## src/rtl/turn_scheduler.sv

```systemverilog
// Purpose: round-robin owner of the shared tile comparator; hands turns between enabled players.
// Latency: key -> cmp_start one cycle; cmp_done -> next turn/winner one cycle; all outputs registered.
// Backpressure: none; key pulses outside the active player's WAIT_KEY turn are dropped.
module turn_scheduler #(
    parameter int unsigned NUM_PLAYERS = 4,
    parameter int unsigned PLAYER_W    = 2,
    parameter int unsigned TIMEOUT_CYC = 50000000,
    parameter int unsigned TIMEOUT_W   = 26
) (
    input  logic                   CLK,
    input  logic                   RST_N,
    input  logic                   rand_done,
    input  logic [NUM_PLAYERS-1:0] player_en,
    input  logic [NUM_PLAYERS-1:0] key,
    input  logic                   cmp_done,
    input  logic                   cmp_match,
    input  logic                   win,
    input  logic                   restart,
    output logic                   cmp_start,
    output logic [PLAYER_W-1:0]    active_player,
    output logic                   turn_valid,
    output logic                   timeout_pulse,
    output logic                   game_over,
    output logic [PLAYER_W-1:0]    winner
);

    typedef enum logic [1:0] {
        S_IDLE     = 2'd0,
        S_WAIT_KEY = 2'd1,
        S_COMPARE  = 2'd2,
        S_DONE     = 2'd3
    } state_t;

    state_t                 state_q, state_d;
    logic [NUM_PLAYERS-1:0] mask_q, mask_d;
    logic [TIMEOUT_W-1:0]   timer_q, timer_d;
    logic [PLAYER_W-1:0]    active_q, active_d;
    logic [PLAYER_W-1:0]    winner_q, winner_d;
    logic                   cmp_start_q, cmp_start_d;
    logic                   turn_valid_q, turn_valid_d;
    logic                   timeout_q, timeout_d;
    logic                   game_over_q, game_over_d;

    localparam logic [TIMEOUT_W-1:0] TIMER_LAST = TIMEOUT_W'(TIMEOUT_CYC - 1);

    // Lowest enabled slot; used to pick the opening player.
    function automatic logic [PLAYER_W-1:0] first_player(input logic [NUM_PLAYERS-1:0] mask);
        logic [PLAYER_W-1:0] sel;
        sel = '0;
        for (int unsigned i = NUM_PLAYERS; i > 0; i--) begin
            if (mask[PLAYER_W'(i - 1)]) sel = PLAYER_W'(i - 1);
        end
        return sel;
    endfunction

    // Next enabled slot above cur, wrapping; the last probe lands on cur itself
    // so a lone enabled player simply gets the turn back.
    function automatic logic [PLAYER_W-1:0] next_player(input logic [NUM_PLAYERS-1:0] mask,
                                                        input logic [PLAYER_W-1:0]    cur);
        logic [PLAYER_W-1:0] sel;
        logic [PLAYER_W-1:0] idx;
        logic                found;
        sel   = cur;
        found = 1'b0;
        for (int unsigned i = 1; i <= NUM_PLAYERS; i++) begin
            idx = PLAYER_W'((32'(cur) + i) % NUM_PLAYERS);
            if (!found && mask[idx]) begin
                sel   = idx;
                found = 1'b1;
            end
        end
        return sel;
    endfunction

    // Next-state and registered-output computation; restart overrides everything.
    always_comb begin
        state_d     = state_q;
        mask_d      = mask_q;
        timer_d     = timer_q;
        active_d    = active_q;
        winner_d    = winner_q;
        game_over_d = game_over_q;
        cmp_start_d = 1'b0;
        timeout_d   = 1'b0;

        case (state_q)
            S_IDLE: begin
                if (rand_done && (player_en != '0)) begin
                    mask_d   = player_en;
                    active_d = first_player(player_en);
                    timer_d  = '0;
                    state_d  = S_WAIT_KEY;
                end
            end
            S_WAIT_KEY: begin
                timer_d = timer_q + TIMEOUT_W'(1);
                // A key landing on the final timer cycle still counts as in time.
                if (key[active_q]) begin
                    cmp_start_d = 1'b1;
                    state_d     = S_COMPARE;
                end else if (timer_q == TIMER_LAST) begin
                    timeout_d = 1'b1;
                    active_d  = next_player(mask_q, active_q);
                    timer_d   = '0;
                end
            end
            S_COMPARE: begin
                if (cmp_done) begin
                    if (cmp_match && win) begin
                        winner_d    = active_q;
                        game_over_d = 1'b1;
                        state_d     = S_DONE;
                    end else if (cmp_match) begin
                        timer_d = '0;
                        state_d = S_WAIT_KEY;
                    end else begin
                        active_d = next_player(mask_q, active_q);
                        timer_d  = '0;
                        state_d  = S_WAIT_KEY;
                    end
                end
            end
            S_DONE: begin
                state_d = S_DONE;
            end
            default: begin
                state_d = S_IDLE;
            end
        endcase

        if (restart) begin
            state_d     = S_IDLE;
            mask_d      = '0;
            timer_d     = '0;
            active_d    = '0;
            winner_d    = '0;
            game_over_d = 1'b0;
            cmp_start_d = 1'b0;
            timeout_d   = 1'b0;
        end

        turn_valid_d = (state_d == S_WAIT_KEY);
    end

    // State and output registers, cleared asynchronously.
    always_ff @(posedge CLK or negedge RST_N) begin
        if (!RST_N) begin
            state_q      <= S_IDLE;
            mask_q       <= '0;
            timer_q      <= '0;
            active_q     <= '0;
            winner_q     <= '0;
            game_over_q  <= 1'b0;
            cmp_start_q  <= 1'b0;
            timeout_q    <= 1'b0;
            turn_valid_q <= 1'b0;
        end else begin
            state_q      <= state_d;
            mask_q       <= mask_d;
            timer_q      <= timer_d;
            active_q     <= active_d;
            winner_q     <= winner_d;
            game_over_q  <= game_over_d;
            cmp_start_q  <= cmp_start_d;
            timeout_q    <= timeout_d;
            turn_valid_q <= turn_valid_d;
        end
    end

    assign cmp_start     = cmp_start_q;
    assign active_player = active_q;
    assign turn_valid    = turn_valid_q;
    assign timeout_pulse = timeout_q;
    assign game_over     = game_over_q;
    assign winner        = winner_q;

endmodule

```

## config.mk

```make
export PLATFORM = sky130hd
export DESIGN_NAME = turn_scheduler
export DESIGN_NICKNAME = d
export VERILOG_FILES = /design/src/rtl/turn_scheduler.sv
export SDC_FILE = /design/constraint.sdc
export NUM_CORES = 1
export LEC_CHECK = 0
export BUFFER_PORTS_ARGS = -buffer_cell sky130_fd_sc_hd__buf_2
export CAP_MARGIN = 20
export CORE_ASPECT_RATIO = 1.4
export CORE_MARGIN = 2
export CORE_UTILIZATION = 56
export DETAILED_ROUTE_END_ITERATION = 10
export GPL_TIMING_DRIVEN = 0
export PLACE_DENSITY = 0.77
export SYNTH_ARGS = -nofsm -noshare
export SYNTH_HDL_FRONTEND = slang
export SYNTH_SLANG_ARGS = --single-unit
```

## constraint.sdc

```tcl
create_clock -name CLK -period 5.1 [get_ports CLK]
set_clock_uncertainty 0.15 [all_clocks]
set_input_delay 1.02 -clock CLK [delete_from_list [all_inputs] [get_ports CLK]]
set_output_delay 1.02 -clock CLK [all_outputs]
set_load 0.01 [all_outputs]
```

==> qor.txt, run 1 <==
Worst Setup SP: player_en[0]
Die H: 82.3 µm
Site Rows: 28
Worst setup SP type: input port
Clock transition at the registers of the reported paths: 0.07 ns
Net Count, Synth: 302
Commonest cells after routing, fill and taps aside: dfrtp_1 (40), nor2_1 (34), nand2_1 (29)
Final cycle utilization of the critical path: 59.5%
Post-Syn Area: 0.00245 mm²
CTS Buf Count: 5
Post-synthesis mux area share: 1.33%
Grt total ovfl: 0
Post-synth EDFFs: 0
Overall routed net length: 5490 µm
DRT iter0 DRCs: 198
Largest buffer count on any clock path: 2
Setup Buffers After CTS: 0
Placed cell areas: 0.00262 mm²
Share of the synthesized area in the top cell type: 40.8%
Ys Warns: 0
Max cap viols: 0
Simple-gate share of the synthesized area: 27.4%
Die X: 59.9 µm
Via/cell ratio: 6.01
Crit path DAT: 3.07 ns
Fillers: 372
PnR Total Power: 1040 µW
CP Capture Type: register
Outcome: completed
CTS Hold Bufs: 0
Synth-to-layout area growth: 10.4%
Worst r2r path cells: 10
Worst hold-check path type: register to register
Most common cell after layout, fill and taps aside: dfrtp_1
DRC: 0
Number of routed nets with antenna violations: 0
Fin worst setup slack: 2.07 ns
Slew at the pin closest to its max-slew limit: 0.900 ns
Final GP Congestion: 0.956
Reg-to-reg slack, setup: 2.39 ns
Total GRT Usage: 24.4%
Synth area leaders: dfrtp_1 (41%), nor2_1 (5.2%), nand2_1 (4.4%), xnor2_1 (3.9%), a21oi_1 (3.7%)
DPL Wire Length: 4030 µm
Max Fanout on Critical Path: 10
CP Capture Point: timer_q[12]
PwrDens: 383 mW/mm²
Nets@finish: 331
Compound-Gate Fraction of Synth Area: 16.3%
Crit path kind: input port to register
RSZ-0062 raised after global routing: false
Vias in the first global route: 2010
First-pass GRT wire length: 9080 µm
Asr flop ratio synth: 100%
Io pins: 23
RR Endpoint: timer_q[17]
Pre-CTS setup slack: 1.78 ns
Distinct cells, synth: 53
Register bit total from synthesis: 40
CTS tree: done
DR WL/cell: 15.4 µm
Most common flop cell mapped by yosys: dfrtp_1
Ant diodes: 0
Synth area leader: dfrtp_1
Antenna violations before repair: 0
Largest net degree at the start of global routing: 41
Core Box Area: 0.00420 mm²
Fmax: 330 MHz
H-Tree Depth: 2
Worst-Skew Late Latency: 0.30 ns
Via count: 2147
Post-route minimum period: 3.03 ns
Layout cells sized above 1: 14.4%
Relative slew slack: 40.0%
Clock sinks: 40
Post-synthesis adder-cell area fraction: 2.55%
Final Hold Viols: 0
Critical path data required time: 5.14 ns
Mapped Avg Cell Area: 8.70 µm²
Final setup viols: 0
Final instance area: 0.00271 mm²
Seq/Total Area, Yosys: 40.8%
Clock Root Buffer: clkbuf_8
Final Util: 64.4%
Starting Density: 58.4%
Maximum vdd drop: 346 µV
Max-slew violation count: 0
R2R Path Start: state_q[1]
Largest family of logic cells by synthesized area: simple AND/OR/NAND/NOR gates
Post-Syn Instances: 282
First-pass DRT Iterations: 4
PortBufs: 22
Leak: 0.00114 µW
Die Area: 0.00493 mm²
PostCTS Resize Cnt: 0
XOR/XNOR share of the synthesized area: 6.07%
TNS Setup: 0 ns
## per-layer routing
metal  part of all wire (%)  track usage (%)  up-vias
li1                       -                -     1066
met1                     42             28.7     1011
met2                     51             43.6       54
met3                    3.9             3.89       16
met4                    2.5             9.78        0
met5                      0                0        -
## cell type report
class	instances	area (µm²)	area share, %
clock inverter	3	18.8	0.693
tap	45	56.3	2.08
inverter	14	52.6	1.94
multi-input combinational	215	1320	48.7
buffer	13	82.6	3.05
sequential	40	1000	37.0
clock buffer	5	68.8	2.54
timing repair buffer	22	110	4.07
## stage by stage
| stage | cells | hold slack, ns |
|---|---|---|
| after floorplan | 282 | 0.291 |
| after global placement | 349 | 0.315 |
| after detailed placement | 349 | 0.311 |
| after CTS | 357 | 0.328 |
| after global routing | 357 | 0.349 |
| final | 357 | 0.331 |
## Yosys cell counts, drive strengths merged, types with 2 or more instances
cell type / n
a21oi: 19
and3: 4
and4: 2
buf: 6
clkbuf: 7
dfrtp: 40
ha: 5
inv: 14
nand2: 29
nand2b: 7
nand3: 15
nand3b: 2
nand4: 6
nor2: 34
nor2b: 2
nor3: 8
nor3b: 2
nor4: 6
nor4b: 3
nor4bb: 2
o2111ai: 2
o21ai: 16
o22ai: 3
o31ai: 3
o41ai: 4
or2: 3
or3: 2
or3b: 2
xnor2: 11
xor2: 6
## kinds of logic (layout without fill, tap and decap cells)
kind of cell | count (synthesis) | in the layout
AOI/OAI and AO/OA | 59 | 59
xor gates and xnor gates | 17 | 17
adders and majority gates | 5 | 5
buffers and inverters | 27 | 57
DFF | 40 | 40
muxes | 2 | 2
and+or+nand+nor | 132 | 132
## registers in the layout, indices dropped and copies added (netlist names)
register,cells
cmp_start,1
active_player,2
game_over,1
timer_q,26
state_q,2
timeout_pulse,1
mask_q,4
winner,2
turn_valid,1
## how the worst min path moves through the flow
stage / start / endpoint / cells after the start
global placement: timer_q[15] / timer_q[15] / 1
detailed placement: timer_q[15] / timer_q[15] / 1
finish: timer_q[15] / timer_q[15] / 1
floorplan: timer_q[15] / timer_q[15] / 1
CTS: timer_q[15] / timer_q[15] / 1
global route: timer_q[15] / timer_q[15] / 1
## power breakdown
part	switching (µW)	leakage (µW)	internal, µW	total, µW
logic	290	0.000543	172	462
registers	25.4	0.000554	342	368
clock network	112	0.0000479	95.2	207
## worst max-delay path, cell delays in order
cell and delay, ns:
buf_2 0.12, o41ai_1 0.68, nand2_1 0.23, a21oi_2 0.41
buf_2 0.30, nor3_1 0.09, xnor2_1 0.16, nor2_1 0.06
Note: power is estimated with default switching activity, not from simulation.
==> inputs of run 2 (changes only) <==
CORE_UTILIZATION = 53   (was 56)
PLACE_DENSITY = 0.76   (was 0.77)
clock period = 2.7 ns   (was 5.1 ns; I/O delays follow)
==> qor.txt, run 2 (synthesized netlist as in run 1, its figures left out) <==
Final Hold Viols: 0 (unchanged)
Vias in the first global route: 2046 (was 2010)
PwrDens: 719 mW/mm² (was 383 mW/mm²)
Grt total ovfl: 0 (unchanged)
Final Util: 60.8% (was 64.4%)
Largest net degree at the start of global routing: 41 (unchanged)
Slew at the pin closest to its max-slew limit: 0.886 ns (was 0.900 ns)
CTS tree: done (unchanged)
Clock Root Buffer: clkbuf_8 (unchanged)
Largest regs: timer_q: 26 flops, mask_q: 4 flops (unchanged)
Non-filler cells in the finished layout: 373 (was 357)
Crit path DAT: 2.63 ns (was 3.07 ns)
Fin worst setup slack: 0.131 ns (was 2.07 ns)
Via count: 2182 (was 2147)
Biggest register: timer_q (unchanged)
Core Box Area: 0.00450 mm² (was 0.00420 mm²)
PortBufs: 22 (unchanged)
Max-slew violation count: 0 (unchanged)
Worst setup SP type: register (was input port)
Total GRT Usage: 23.3% (was 24.4%)
Crit path kind: register to register (was input port to register)
Die H: 84.5 µm (was 82.3 µm)
Final GP Congestion: 0.960 (was 0.956)
Slowest-stage cell, CP: dfrtp_1 (was o41ai_1)
Synth-to-layout area growth: 11.4% (was 10.4%)
Critical path data required time: 2.77 ns (was 5.14 ns)
Io pins: 23 (unchanged)
Post-route minimum period: 2.57 ns
DPL Wire Length: 4100 µm (was 4030 µm)
Most common cell after layout, fill and taps aside: dfrtp_1 (unchanged)
Worst-Skew Late Latency: 0.29 ns (was 0.30 ns)
Maximum vdd drop: 341 µV (was 346 µV)
Fmax: 389 MHz
Worst hold-check path type: input port to asynchronous set/reset pin (was register to register)
CP Capture Type: register (unchanged)
DRC: 0 (unchanged)
Leak: 0.00115 µW (was 0.00114 µW)
Relative slew slack: 40.9% (was 40.0%)
Final cycle utilization of the critical path: 95.1%
Clock transition at the registers of the reported paths: 0.08 ns (was 0.07 ns)
Number of routed nets with antenna violations: 0 (unchanged)
CTS Hold Bufs: 0 (unchanged)
Commonest cells after routing, fill and taps aside: dfrtp_1 (40), nor2_1 (34), nand2_1 (29) (unchanged)
Die Area: 0.00520 mm² (was 0.00493 mm²)
PnR Total Power: 1960 µW (was 1040 µW)
First-pass GRT wire length: 9110 µm (was 9080 µm)
Largest register FFs: 26 (unchanged)
Critical Path Most Common Cell: inv_1 (was buf_2)
First-pass DRT Iterations: 4 (unchanged)
RSZ-0062 raised after global routing: false (unchanged)
Pre-CTS setup slack: -0.234 ns (was 1.78 ns)
Worst path cell trace: inv_1, ha_1, buf_2, inv_1, or2_2, a222oi_1, o21ai_1, a211o_1, o22ai_1 (was buf_2, o41ai_1, nand2_1, a21oi_2, buf_2, nor3_1, xnor2_1, nor2_1)
H-Tree Depth: 2 (unchanged)
Worst path max stage delay: 0.45 ns (was 0.68 ns)
Max cap viols: 0 (unchanged)
Antenna violations before repair: 0 (unchanged)
Via/cell ratio: 5.85 (was 6.01)
Ant diodes: 0 (unchanged)
Die X: 61.5 µm (was 59.9 µm)
Layout cells sized above 1: 15.1% (was 14.4%)
Max Fanout on Critical Path: 9 (was 10)
Nets@finish: 330 (was 331)
Outcome: completed (unchanged)
DRT iter0 DRCs: 162 (was 198)
Largest buffer count on any clock path: 2 (unchanged)
Reg-to-reg slack, setup: 0.13 ns (was 2.39 ns)
Starting Density: 54.5% (was 58.4%)
Site Rows: 29 (was 28)
Final setup viols: 0 (unchanged)
Cells after DPL: 366 (was 349)
Overall routed net length: 5610 µm (was 5490 µm)
Clock sinks: 40 (unchanged)
DR WL/cell: 15.0 µm (was 15.4 µm)
CTS Buf Count: 5 (unchanged)
## run 2: cell types whose count changed in the layout (fill, tap and decap cells not counted), sizes merged
cell | before | now
clkbuf | 12 | 11
## run 2: timing repair
| action | 4_1_cts | 5_1_grt |
|---|---|---|
| endpoints found under the setup margin | 0 | 16 |
| resized for setup | 0 | 3 |
| buffers inserted | 0 | 0 |
## run 2: through the flow
stage	instance area [µm²]	hold WS, ns	setup TNS [ns]
2_1_floorplan	2450	0.0944	0
3_3_place_gp	2640	0.311	-1.14
3_5_place_dp	2640	0.310	-1.38
4_1_cts	2730	0.237	0
5_1_grt	2730	0.296	0
6_report	2730	0.215	0
## run 2: cell type report
class,count,area [µm²]
clock inverters,3,18.8
inverters,14,52.6
fillers,429,1770
well taps,62,77.6
repair buffers,22,110
multi-input cells,215,1330
clock buffers,5,68.8
flip-flops and latches,40,1000
plain buffers,12,80.1
## run 2: path summary, 6_finish.rpt
kind | cells after the start | to | startpoint
min in group CLK | 1 | timer_q[15] | timer_q[15]
max reg2reg | 9 | active_player[1] | state_q[1]
min reg2reg | 1 | timer_q[15] | timer_q[15]
max in group asynchronous | 1 | timer_q[5] | RST_N
min | 1 | turn_valid | RST_N
max | 9 | active_player[1] | state_q[1]
## run 2: report_power, final
part           internal (µW)  switching [µW]  total (µW)
sequential               646            48.5         695
clock                    180             213         393
combinational            330             547         876
## run 2: worst max-delay path, delay by kind of cell (launching register included)
kind / cells / cell delay (ns)
fa+ha+maj: 1 / 0.14
simple gates: 1 / 0.37
compound gates: 4 / 0.98
buf+inv: 3 / 0.40
flops: 1 / 0.45
## run 2: layer usage
| layer | up-vias | share of wire, % | global-route usage [%] |
|---|---|---|---|
| li1 | 1059 | - | - |
| met5 | - | 0 | 0 |
| met4 | 0 | 3.0 | 11.4 |
| met2 | 75 | 51 | 39.3 |
| met3 | 13 | 4.0 | 4.01 |
| met1 | 1035 | 42 | 27.4 |
==> inputs of run 3 (changes only) <==
ABC_AREA = 1   (was unset)
CORE_UTILIZATION = 54   (was 53)
PLACE_DENSITY = 0.77   (was 0.76)
==> qor.txt, run 3 <==
Biggest register: timer_q (unchanged)
PortBufs: 21 (was 22)
Most frequent cell after synthesis: nand2_1 (was dfrtp_1)
Site Rows: 31 (was 29)
Largest register FFs: 26 (unchanged)
Via count: 2641 (was 2182)
Fmax: 463 MHz (was 389 MHz)
Internal power: 1490 µW (was 1160 µW)
Area of the multi-input gates: 0.00155 mm² (was 0.00133 mm²)
Final Hold Viols: 0 (unchanged)
Logic pwr share: 45.4% (was 44.6%)
Final GP Congestion: 0.880 (was 0.960)
DRT iter0 DRCs: 104 (was 162)
Worst r2r path cells: 10 (was 9)
Register bit total from synthesis: 40 (unchanged)
DR WL/cell: 12.9 µm (was 15.0 µm)
Most common cell after layout, fill and taps aside: nand2_1 (was dfrtp_1)
Crit path kind: register to register (unchanged)
First-pass GRT wire length: 11300 µm (was 9110 µm)
Relative slew slack: 41.8% (was 40.9%)
Max-slew violation count: 0 (unchanged)
Ys Warns: 0 (unchanged)
Number of routed nets with antenna violations: 0 (unchanged)
Final cycle utilization of the critical path: 80.0% (was 95.1%)
CTS Buf Count: 5 (unchanged)
Max cap viols: 0 (unchanged)
Asr flop ratio synth: 100% (unchanged)
DPL Wire Length: 4990 µm (was 4100 µm)
Core Box Area: 0.00512 mm² (was 0.00450 mm²)
Share of the synthesized area in the top cell type: 35.3% (was 40.8%)
Clock Root Buffer: clkbuf_8 (unchanged)
CTS Hold Bufs: 0 (unchanged)
Post-route minimum period: 2.16 ns (was 2.57 ns)
Final Util: 62.1% (was 60.8%)
Crit path DAT: 2.19 ns (was 2.63 ns)
Largest net degree at the start of global routing: 41 (unchanged)
R2R Path Start: state_q[1] (unchanged)
Net switching power figure: 1020 µW (was 809 µW)
Outcome: completed (unchanged)
Nets@finish: 453 (was 330)
Post-synth EDFFs: 0 (unchanged)
Worst-Skew Late Latency: 0.30 ns (was 0.29 ns)
Mapped Avg Cell Area: 7.00 µm² (was 8.70 µm²)
Critical path data required time: 2.73 ns (was 2.77 ns)
Post-Syn Area: 0.00284 mm² (was 0.00245 mm²)
Largest buffer count on any clock path: 2 (unchanged)
Distinct cells, synth: 37 (was 53)
Via/cell ratio: 5.28 (was 5.85)
Maximum vdd drop: 332 µV (was 341 µV)
Fillers: 485 (was 429)
Die X: 65.2 µm (was 61.5 µm)
Net switching fraction of the power: 40.6% (was 41.2%)
Leak: 0.00154 µW (was 0.00115 µW)
Die H: 89.7 µm (was 84.5 µm)
DRC: 0 (unchanged)
Slew at the pin closest to its max-slew limit: 0.873 ns (was 0.886 ns)
Layout cells sized above 1: 18.9% (was 15.1%)
Overall routed net length: 6440 µm (was 5610 µm)
Clock transition at the registers of the reported paths: 0.08 ns (about the same)
First-pass DRT Iterations: 4 (unchanged)
TNS Setup: 0 ns (unchanged)
Pre-CTS setup slack: 0.594 ns (was -0.234 ns)
Clock share of power: 27.2% (was 20.0%)
Vias in the first global route: 2676 (was 2046)
Setup Buffers After CTS: 0 (unchanged)
Final setup viols: 0 (unchanged)
Clock sinks: 40 (unchanged)
Starting Density: 55.4% (was 54.5%)
Antenna violations before repair: 0 (unchanged)
Seq/Total Area, Yosys: 35.3% (was 40.8%)
PwrDens: 788 mW/mm² (was 719 mW/mm²)
Synth area leader: dfrtp_1 (unchanged)
Grt total ovfl: 0 (unchanged)
Seq pwr share: 27.4% (was 35.4%)
Post-synth top cells: nand2_1 (114), inv_1 (50), nor2_1 (43) (was dfrtp_1 (40), nor2_1 (34), nand2_1 (29))
Cells after DPL: 492 (was 366)
Max Fanout on Critical Path: 10 (was 9)
CTS tree: done (unchanged)
Total GRT Usage: 24.1% (was 23.3%)
RSZ-0062 raised after global routing: false (unchanged)
Synth area leaders: dfrtp_1 (35%), nand2_1 (15%), inv_1 (6.6%), nand3_1 (6.0%), nor2_1 (5.7%) (was dfrtp_1 (41%), nor2_1 (5.2%), nand2_1 (4.4%), xnor2_1 (3.9%), a21oi_1 (3.7%))
Worst setup SP type: register (unchanged)
Largest regs: timer_q: 26 flops, mask_q: 4 flops (unchanged)
Io pins: 23 (unchanged)
Register Area: 0.00100 mm² (unchanged)
Fin worst setup slack: 0.539 ns (was 0.131 ns)
PostCTS Resize Cnt: 0 (unchanged)
Post-Syn Instances: 405 (was 282)
Die Area: 0.00585 mm² (was 0.00520 mm²)
RR Endpoint: timer_q[5] (was active_player[1])
Ant diodes: 0 (unchanged)
Synth-to-layout area growth: 12.2% (was 11.4%)
H-Tree Depth: 2 (unchanged)
Worst hold-check path type: input port to asynchronous set/reset pin (unchanged)
Net Count, Synth: 425 (was 302)
Reg-to-reg slack, setup: 0.54 ns (was 0.13 ns)
CP Capture Type: register (unchanged)
Most common flop cell mapped by yosys: dfrtp_1 (unchanged)
Commonest cells after routing, fill and taps aside: nand2_1 (114), inv_1 (50), nor2_1 (43) (was dfrtp_1 (40), nor2_1 (34), nand2_1 (29))
Non-filler cells in the finished layout: 500 (was 373)
-- run 3: changes by cell type in the layout (fill, tap and decap cells not counted), moves of 9 or more --
cell / previous run / this run
inv_1: 14 / 50
nand2_1: 29 / 114
nand2_2: 0 / 9
nand3_1: 15 / 34
nor2_1: 34 / 43
xnor2_1: 11 / 1
-- run 3: worst max-delay path by stage --
| stage | start | slack (ns) | end | depth (start not counted) |
|---|---|---|---|---|
| 3_5_place_dp | state_q[1] | 0.59 | timer_q[5] | 10 |
| 3_3_place_gp | state_q[1] | 0.61 | timer_q[14] | 10 |
| 5_1_grt | state_q[1] | 0.38 | timer_q[5] | 10 |
| 2_1_floorplan | state_q[1] | 0.87 | timer_q[3] | 10 |
| 6_report | state_q[1] | 0.54 | timer_q[5] | 10 |
| 4_1_cts | state_q[1] | 0.56 | timer_q[5] | 10 |
-- run 3: stage by stage --
step           instance area (µm²)  total power (µW)  hold slack, ns
2_1_floorplan                 2840              1560          0.0944
3_3_place_gp                  3020              1810           0.319
3_5_place_dp                  3020              1820           0.318
4_1_cts                       3180              2510           0.238
5_1_grt                       3180              2690           0.275
6_report                      3180              2510           0.203
-- run 3: final cells by class --
type / count / area share [%]
repair buffers: 21 / 3.30
multi-input cells: 298 / 48.6
well taps: 66 / 2.60
inverters: 59 / 6.96
clock buffers: 5 / 2.16
flip-flops and latches: 40 / 31.5
clock inverters: 3 / 2.83
plain buffers: 8 / 2.08
-- run 3: layer usage --
layer | up-vias | global-route usage, % | part of all wire [%]
li1 | 1339 | - | -
met1 | 1217 | 26.5 | 40
met2 | 65 | 43.2 | 53
met3 | 20 | 3.63 | 2.8
met4 | 0 | 12.7 | 3.6
met5 | - | 0 | 0
-- run 3: logic make-up (layout without fill, tap and decap cells) --
| group | Yosys count | in the layout | share of synthesized area [%] |
|---|---|---|---|
| buffers and inverters | 67 | 96 | 10.1 |
| adders and majority gates | 5 | 5 | 2.21 |
| and+or+nand+nor | 237 | 237 | 39.2 |
| xor gates and xnor gates | 8 | 8 | 2.47 |
| DFF | 40 | 40 | 35.3 |
| AOI/OAI and AO/OA | 48 | 48 | 10.6 |
-- run 3: critical path, stage by stage (launching register included) --
cell and delay (ns):
dfrtp_1 0.44, inv_1 0.08, ha_1 0.35, inv_1 0.13, nand3_2 0.10, nand2_2 0.09, nor2_8 0.19, buf_4 0.21
nand2_1 0.08, xor2_1 0.15, nor2_1 0.05
-- run 3: power by group through the flow --
stage / Clock (µW) / Sequential (µW) / Combinational [µW]
6_report: 682 / 687 / 1140
2_1_floorplan: 0 / 703 / 854
3_5_place_dp: 0 / 699 / 1120
3_3_place_gp: 0 / 698 / 1110
5_1_grt: 728 / 694 / 1270
4_1_cts: 693 / 687 / 1130
